**src/rtl/object_table_n_if.sv**
```systemverilog
// object_table_n write port: valid/ready handshake carrying one slot update.
// master = game logic, slave = object table.
interface object_table_n_if #(
  parameter int NUM_OBJ = 8,
  parameter int COORD_W = 11,
  parameter int IMG_W   = 8
);
  localparam int IDX_W = (NUM_OBJ > 1) ? $clog2(NUM_OBJ) : 1;

  logic               wr_valid;
  logic               wr_ready;
  logic [IDX_W-1:0]   wr_idx;
  logic               wr_visible;
  logic [IMG_W-1:0]   wr_img_id;
  logic [COORD_W-1:0] wr_x;
  logic [COORD_W-1:0] wr_y;
  logic [COORD_W-1:0] wr_w;
  logic [COORD_W-1:0] wr_h;

  modport master (
    output wr_valid, wr_idx, wr_visible, wr_img_id,
    output wr_x, wr_y, wr_w, wr_h,
    input  wr_ready
  );

  modport slave (
    input  wr_valid, wr_idx, wr_visible, wr_img_id,
    input  wr_x, wr_y, wr_w, wr_h,
    output wr_ready
  );
endinterface

```
**src/rtl/object_table_n.sv**
```systemverilog
// Double-buffered sprite table with 2-cycle per-pixel priority hit query.
// Optional OBJECT_TABLE_COLLISION_FLAGS_EN adds sticky per-slot overlap flags.
module object_table_n #(
  parameter int NUM_OBJ = 8,
  parameter int COORD_W = 11,
  parameter int IMG_W   = 8,
  localparam int IDX_W  = (NUM_OBJ > 1) ? $clog2(NUM_OBJ) : 1
) (
  input  logic               clk,
  input  logic               resetN,
  input  logic               frame_start,
  object_table_n_if.slave    wr,
  input  logic               req_valid,
  input  logic [COORD_W-1:0] requested_x,
  input  logic [COORD_W-1:0] requested_y,
  output logic               out_valid,
  output logic               hit,
  output logic [IDX_W-1:0]   hit_idx,
  output logic [IMG_W-1:0]   img_id,
  output logic [COORD_W-1:0] x_offset,
  output logic [COORD_W-1:0] y_offset,
  output logic [NUM_OBJ-1:0] collision_vec
);

  typedef struct packed {
    logic               vis;
    logic [IMG_W-1:0]   img;
    logic [COORD_W-1:0] x;
    logic [COORD_W-1:0] y;
    logic [COORD_W-1:0] w;
    logic [COORD_W-1:0] h;
  } obj_t;

  typedef enum logic {IDLE, COMMIT} state_t;

  state_t state, state_nxt;
  logic   rdy_q;
  logic   wr_fire;
  obj_t   shadow [NUM_OBJ];
  obj_t   active [NUM_OBJ];

  logic [NUM_OBJ-1:0] hv;
  logic [COORD_W-1:0] xo [NUM_OBJ];
  logic [COORD_W-1:0] yo [NUM_OBJ];

  logic               s1_valid;
  logic [NUM_OBJ-1:0] s1_hit;
  logic [COORD_W-1:0] s1_xo  [NUM_OBJ];
  logic [COORD_W-1:0] s1_yo  [NUM_OBJ];
  logic [IMG_W-1:0]   s1_img [NUM_OBJ];

  logic               pe_found;
  logic [IDX_W-1:0]   pe_idx;
  logic [IMG_W-1:0]   pe_img;
  logic [COORD_W-1:0] pe_xo;
  logic [COORD_W-1:0] pe_yo;

  // ready only comes up once the table is out of reset
  always_ff @(posedge clk or negedge resetN) begin
    if (!resetN) rdy_q <= 1'b0;
    else         rdy_q <= 1'b1;
  end

  assign wr.wr_ready = rdy_q & ~frame_start;
  assign wr_fire     = wr.wr_valid & wr.wr_ready;

  // commit FSM state register
  always_ff @(posedge clk or negedge resetN) begin
    if (!resetN) state <= IDLE;
    else         state <= state_nxt;
  end

  // commit FSM next state; frame_start during COMMIT is ignored
  always_comb begin
    state_nxt = state;
    unique case (state)
      IDLE:    if (frame_start) state_nxt = COMMIT;
      COMMIT:  state_nxt = IDLE;
      default: state_nxt = IDLE;
    endcase
  end

  // shadow table: whole-slot update; out-of-range index matches nothing
  always_ff @(posedge clk or negedge resetN) begin
    if (!resetN) begin
      for (int i = 0; i < NUM_OBJ; i++) shadow[i] <= '0;
    end else if (wr_fire) begin
      for (int i = 0; i < NUM_OBJ; i++) begin
        if (32'(wr.wr_idx) == i) begin
          shadow[i] <= '{vis: wr.wr_visible,
                         img: wr.wr_img_id,
                         x:   wr.wr_x,
                         y:   wr.wr_y,
                         w:   wr.wr_w,
                         h:   wr.wr_h};
        end
      end
    end
  end

  // active table: bulk copy during COMMIT
  always_ff @(posedge clk or negedge resetN) begin
    if (!resetN) begin
      for (int i = 0; i < NUM_OBJ; i++) active[i] <= '0;
    end else if (state == COMMIT) begin
      for (int i = 0; i < NUM_OBJ; i++) active[i] <= shadow[i];
    end
  end

  // per-slot hit test; right/bottom edges one bit wider so nothing wraps
  always_comb begin
    hv = '0;
    for (int i = 0; i < NUM_OBJ; i++) begin
      xo[i] = requested_x - active[i].x;
      yo[i] = requested_y - active[i].y;
      hv[i] = req_valid && active[i].vis
        && (requested_x >= active[i].x)
        && ({1'b0, requested_x} <
            {1'b0, active[i].x} + {1'b0, active[i].w})
        && (requested_y >= active[i].y)
        && ({1'b0, requested_y} <
            {1'b0, active[i].y} + {1'b0, active[i].h});
    end
  end

  // stage 1: capture slot results with their image ids so a commit
  // landing mid-pipeline cannot change an in-flight answer
  always_ff @(posedge clk or negedge resetN) begin
    if (!resetN) begin
      s1_valid <= 1'b0;
      s1_hit   <= '0;
      for (int i = 0; i < NUM_OBJ; i++) begin
        s1_xo[i]  <= '0;
        s1_yo[i]  <= '0;
        s1_img[i] <= '0;
      end
    end else begin
      s1_valid <= req_valid;
      s1_hit   <= hv;
      for (int i = 0; i < NUM_OBJ; i++) begin
        s1_xo[i]  <= xo[i];
        s1_yo[i]  <= yo[i];
        s1_img[i] <= active[i].img;
      end
    end
  end

  // priority encoder: scan high to low so the lowest index wins
  always_comb begin
    pe_found = 1'b0;
    pe_idx   = '0;
    pe_img   = '1;
    pe_xo    = '0;
    pe_yo    = '0;
    for (int i = NUM_OBJ - 1; i >= 0; i--) begin
      if (s1_hit[i]) begin
        pe_found = 1'b1;
        pe_idx   = IDX_W'(i);
        pe_img   = s1_img[i];
        pe_xo    = s1_xo[i];
        pe_yo    = s1_yo[i];
      end
    end
  end

  // stage 2: outputs hold while no result is valid
  always_ff @(posedge clk or negedge resetN) begin
    if (!resetN) begin
      out_valid <= 1'b0;
      hit       <= 1'b0;
      hit_idx   <= '0;
      img_id    <= '0;
      x_offset  <= '0;
      y_offset  <= '0;
    end else begin
      out_valid <= s1_valid;
      if (s1_valid) begin
        hit      <= pe_found;
        hit_idx  <= pe_idx;
        img_id   <= pe_img;
        x_offset <= pe_xo;
        y_offset <= pe_yo;
      end
    end
  end

`ifdef OBJECT_TABLE_COLLISION_FLAGS_EN
  logic [NUM_OBJ-1:0] flags;
  logic [NUM_OBJ-1:0] col_set;

  assign col_set =
    (|(s1_hit & (s1_hit - NUM_OBJ'(1)))) ? s1_hit : '0;

  // sticky overlap flags, snapshotted and restarted each frame
  always_ff @(posedge clk or negedge resetN) begin
    if (!resetN) begin
      flags         <= '0;
      collision_vec <= '0;
    end else if (frame_start) begin
      collision_vec <= flags;
      flags         <= col_set;
    end else begin
      flags <= flags | col_set;
    end
  end
`else
  assign collision_vec = '0;
`endif

endmodule

```
**src/flat_wrapper.sv**
```systemverilog
// flat-port wrapper written by rule: the top's interface ports become plain ports
module object_table_n_flat 
#(
  parameter int NUM_OBJ = 8,
  parameter int COORD_W = 11,
  parameter int IMG_W   = 8,
  localparam int IDX_W  = (NUM_OBJ > 1) ? $clog2(NUM_OBJ) : 1
)
  (clk, resetN, frame_start, req_valid, requested_x, requested_y, out_valid, hit, hit_idx, img_id, x_offset, y_offset, collision_vec, wr_wr_valid, wr_wr_idx, wr_wr_visible, wr_wr_img_id, wr_wr_x, wr_wr_y, wr_wr_w, wr_wr_h, wr_wr_ready);
  object_table_n_if #(.NUM_OBJ(NUM_OBJ), .COORD_W(COORD_W), .IMG_W(IMG_W)) wr_i ();
  input  logic clk;
  input  logic resetN;
  input  logic frame_start;
  input  logic req_valid;
  input  logic [COORD_W-1:0] requested_x;
  input  logic [COORD_W-1:0] requested_y;
  output logic out_valid;
  output logic hit;
  output logic [IDX_W-1:0] hit_idx;
  output logic [IMG_W-1:0] img_id;
  output logic [COORD_W-1:0] x_offset;
  output logic [COORD_W-1:0] y_offset;
  output logic [NUM_OBJ-1:0] collision_vec;
  input wire logic [$bits(wr_i.wr_valid)-1:0] wr_wr_valid;
  input wire logic [$bits(wr_i.wr_idx)-1:0] wr_wr_idx;
  input wire logic [$bits(wr_i.wr_visible)-1:0] wr_wr_visible;
  input wire logic [$bits(wr_i.wr_img_id)-1:0] wr_wr_img_id;
  input wire logic [$bits(wr_i.wr_x)-1:0] wr_wr_x;
  input wire logic [$bits(wr_i.wr_y)-1:0] wr_wr_y;
  input wire logic [$bits(wr_i.wr_w)-1:0] wr_wr_w;
  input wire logic [$bits(wr_i.wr_h)-1:0] wr_wr_h;
  output wire logic [$bits(wr_i.wr_ready)-1:0] wr_wr_ready;
  assign wr_i.wr_valid = wr_wr_valid;
  assign wr_i.wr_idx = wr_wr_idx;
  assign wr_i.wr_visible = wr_wr_visible;
  assign wr_i.wr_img_id = wr_wr_img_id;
  assign wr_i.wr_x = wr_wr_x;
  assign wr_i.wr_y = wr_wr_y;
  assign wr_i.wr_w = wr_wr_w;
  assign wr_i.wr_h = wr_wr_h;
  assign wr_wr_ready = wr_i.wr_ready;
  object_table_n #(.NUM_OBJ(NUM_OBJ), .COORD_W(COORD_W), .IMG_W(IMG_W)) u_core (.clk(clk), .resetN(resetN), .frame_start(frame_start), .wr(wr_i), .req_valid(req_valid), .requested_x(requested_x), .requested_y(requested_y), .out_valid(out_valid), .hit(hit), .hit_idx(hit_idx), .img_id(img_id), .x_offset(x_offset), .y_offset(y_offset), .collision_vec(collision_vec));
endmodule
```
**config.mk**
```make
export PLATFORM = sky130hd
export DESIGN_NAME = object_table_n_flat
export DESIGN_NICKNAME = d
export VERILOG_FILES = /design/src/rtl/object_table_n_if.sv /design/src/rtl/object_table_n.sv /design/src/flat_wrapper.sv
export SDC_FILE = /design/constraint.sdc
export NUM_CORES = 2
export LEC_CHECK = 0
export ABC_CLOCK_PERIOD_IN_PS = 9600
export BUFFER_PORTS_ARGS = -buffer_cell sky130_fd_sc_hd__buf_2
export CORE_MARGIN = 3
export CORE_UTILIZATION = 45
export DETAILED_ROUTE_END_ITERATION = 12
export GPL_ROUTABILITY_DRIVEN = 0
export HOLD_SLACK_MARGIN = 0.03
export PLACE_DENSITY = 0.63
export SLEW_MARGIN = 20
export SYNTH_ARGS = -nofsm -noshare
export SYNTH_HDL_FRONTEND = slang
export SYNTH_SLANG_ARGS = --single-unit
export TNS_END_PERCENT = 20
```
**constraint.sdc**
```tcl
create_clock -name clk -period 9.6 [get_ports clk]
set_input_delay 1.92 -clock clk [delete_from_list [all_inputs] [get_ports clk]]
set_output_delay 1.92 -clock clk [all_outputs]
set_load 0.02 [all_outputs]
```
==> run summary <==
Peak VDD IR -> 0.203 mV
RSZ-0062 raised after global routing -> false
Drt pass-1 iters -> 5
Largest net degree at the start of global routing -> 187
Final hold violations -> 0
Hold-fix buffers, CTS -> 0
Design Area, Final -> 0.0650 mm^2
Synth Register Bits -> 1134
GR Util met3 -> 3.58%
Setup-failing EPs final -> 0
Sequential share of the synthesized area -> 48.5%
Nets -> 5886
Residual overflow from global routing -> 0
Post-Syn Instances -> 5145
Critical Path AT -> 2500 ps
Mapped Avg Cell Area -> 11.4 um^2
Placed Area -> 0.0610 mm^2
Max transition margin -> 24.4%
Routed wire per std cell -> 21.1 um
Leading cell types in the layout, fill and taps excluded -> dfrtp_1, ha_1, mux2_1
Combinational family with the most area after synthesis -> multiplexers
All-Layer GR Usage -> 22.1%
Clock latency at the later pin of the worst-skew pair -> 760 ps
DRC Markers -> 0
Run status -> finished clean
CP required -> 7680 ps
Met2 Usage GRT -> 36.6%
Starting Density -> 45.6%
I/O pin count -> 127
Final worst path period share -> 46.0%
Area grow syn2layout -> 11.1%
CP Capture Type -> output pin
Antenna violations before repair -> 15
Slew Viols, Final -> 0
Total wire length -> 150000 um
Syn. warnings -> 0
CP max FO -> 4
Min Hold Slack -> 363 ps
TritonCTS Buffers -> 120
Post-synth EDFFs -> 0
Postcts setup bufs -> 0
Fmax achieved -> 226 MHz
Chip height -> 366 um
CORE AREA -> 0.128 mm^2
Post-Synth XOR/XNOR Area -> 3.85%
Count of max-cap constraint violations -> 0
Mapped cell area -> 0.0585 mm^2
Die area -> 0.134 mm^2
Mux contribution to synthesized area -> 13.1%
CTS tree -> done
Horiz. Die Dim -> 366 um
PostCTS Resize Cnt -> 0
Routed vias -> 39500
Worst setup SP type -> primary input
GR met1 Demand/Resource -> 29.7%
Number of global-route vias before repair -> 40300
FP Rows -> 131
Most common flop cell mapped by yosys -> dfrtp_1
Leakage power -> 30.6 nW
Synth Area in Adders -> 12.1%
Fillers -> 11400
Final HPWL DP -> 107000 um
Share of layout cells above drive strength 1 -> 11.8%
Slew @ Worst Pin -> 1130 ps
Clock transition at path regs -> 60 ps
PortBufs -> 118
Post-Synth Simple-Gate Area -> 6.67%
Total power -> 0.0164 W
Vias per std cell -> 5.57
Cell variety after synth -> 75
CTS HTree Levels -> 3
Max clock buf depth -> 3
Setup TNS -> 0 ps
GRT Max-Usage Layer -> met2
Commonest non-fill, non-tap cell in the layout -> dfrtp_1
Min cycle time layout -> 4420 ps
Setup CP Type -> in -> out
Final core area utilization -> 50.6%
Root buf cell -> clkbuf_16
PD cells -> 252 mW/mm^2
Reg2Reg Setup Slack -> 5440 ps
CTS sink count -> 1134
HP Class -> reg -> reg
Worst Skew -> 38.5 ps
Synth Area in Compound Gates -> 12.4%
Post-synth ARST share -> 100%
ANT nets after route -> 0
Iteration-0 DRC Markers -> 2569
Global-route wire length before repair -> 231000 um
cells in the mapped netlist, drive strengths merged, types with 23 or more instances:
master	count	share of area [%]
a21o	104	1.3
buf	39	0.35
nand2	309	2.0
o21a	50	0.64
nor3	54	0.47
a211oi	29	0.37
nor2b	75	0.80
o21ai	421	3.6
clkbuf	132	0.85
dfrtp	1134	49
a21oi	324	2.8
xnor2	138	2.1
ha	512	11
nand2b	44	0.47
or3	23	0.25
nand3	46	0.39
inv	346	2.2
nor2	170	1.1
mux2	680	13
xor2	119	1.8
a22oi	25	0.32
a221oi	43	0.64
o21bai	28	0.36
fa	32	1.1
nand4	33	0.35
critical path, cell delays in order:
cell and delay (ps):
buf_2 100, nor2b_1 250, buf_2 230
cell families after synthesis:
group | after synthesis
AOI/OAI and AO/OA | 1184
DFF | 1134
and+or+nand+nor | 827
muxes | 680
adders and majority gates | 544
buffers and inverters | 517
xor gates and xnor gates | 257
other | 2
worst paths after layout:
| path | end | cells after the start | startpoint |
|---|---|---|---|
| max in group asynchronous | u_core.shadow[35]$_DFFE_PN0P_ | 3 | resetN |
| setup / recovery | wr_wr_ready | 3 | frame_start |
| hold / removal | u_core.s1_img[45]$_DFF_PN0_ | 0 | u_core.active[314]$_DFFE_PN0P_ |
| min in group asynchronous | u_core.shadow[314]$_DFFE_PN0P_ | 1 | resetN |
| hold reg to reg | u_core.s1_img[45]$_DFF_PN0_ | 0 | u_core.active[314]$_DFFE_PN0P_ |
| setup reg to reg | u_core.s1_hit[4]$_DFF_PN0_ | 15 | u_core.active[181]$_DFFE_PN0P_ |
where the power goes:
| group | switching [W] | internal [W] | leakage (nW) |
|---|---|---|---|
| Clock | 0.00198 | 0.00270 | 1.96 |
| Combinational | 0.00283 | 0.00224 | 14.3 |
| Sequential | 0.000629 | 0.00599 | 14.3 |
| Total | 0.00544 | 0.0109 | 30.6 |
registers in the layout, indices dropped and copies added, names as in the netlist:
| name | count |
|---|---|
| u_core.hit | 1 |
| u_core.x_offset | 11 |
| u_core.rdy_q | 1 |
| u_core.s1_img | 64 |
| u_core.shadow | 424 |
| u_core.y_offset | 11 |
| u_core.s1_hit | 8 |
| u_core.hit_idx | 3 |
| u_core.s1_yo | 88 |
| u_core.active | 424 |
| u_core.s1_xo | 88 |
| u_core.s1_valid | 1 |
| u_core.state | 1 |
| u_core.out_valid | 1 |
| u_core.img_id | 8 |
final cells by class:
cell class                 count  area, um^2  area share (%)
antenna                        3        7.51          0.0116
inverter                     346        1300            2.00
timing repair buffer         156         953            1.47
clock inverter                40         473           0.728
tap                         1729        2160            3.33
sequential                  1134       28400            43.7
multi-input combinational   3501       28200            43.3
clock buffer                 182        3540            5.44
through the flow:
stage          setup slack, ps  instances
2_1_floorplan             5360       5152
3_3_place_gp              4890       6866
3_5_place_dp              4890       6866
4_1_cts                   5170       7088
5_1_grt                   5120       7088
6_report                  5180       7091
layer usage:
layer,routed length [um],vias up
met5,13,-
met4,4920,2
met3,7220,272
met2,70100,883
met1,67400,19900
li1,-,18500
Power figures use the tool's default switching activity.
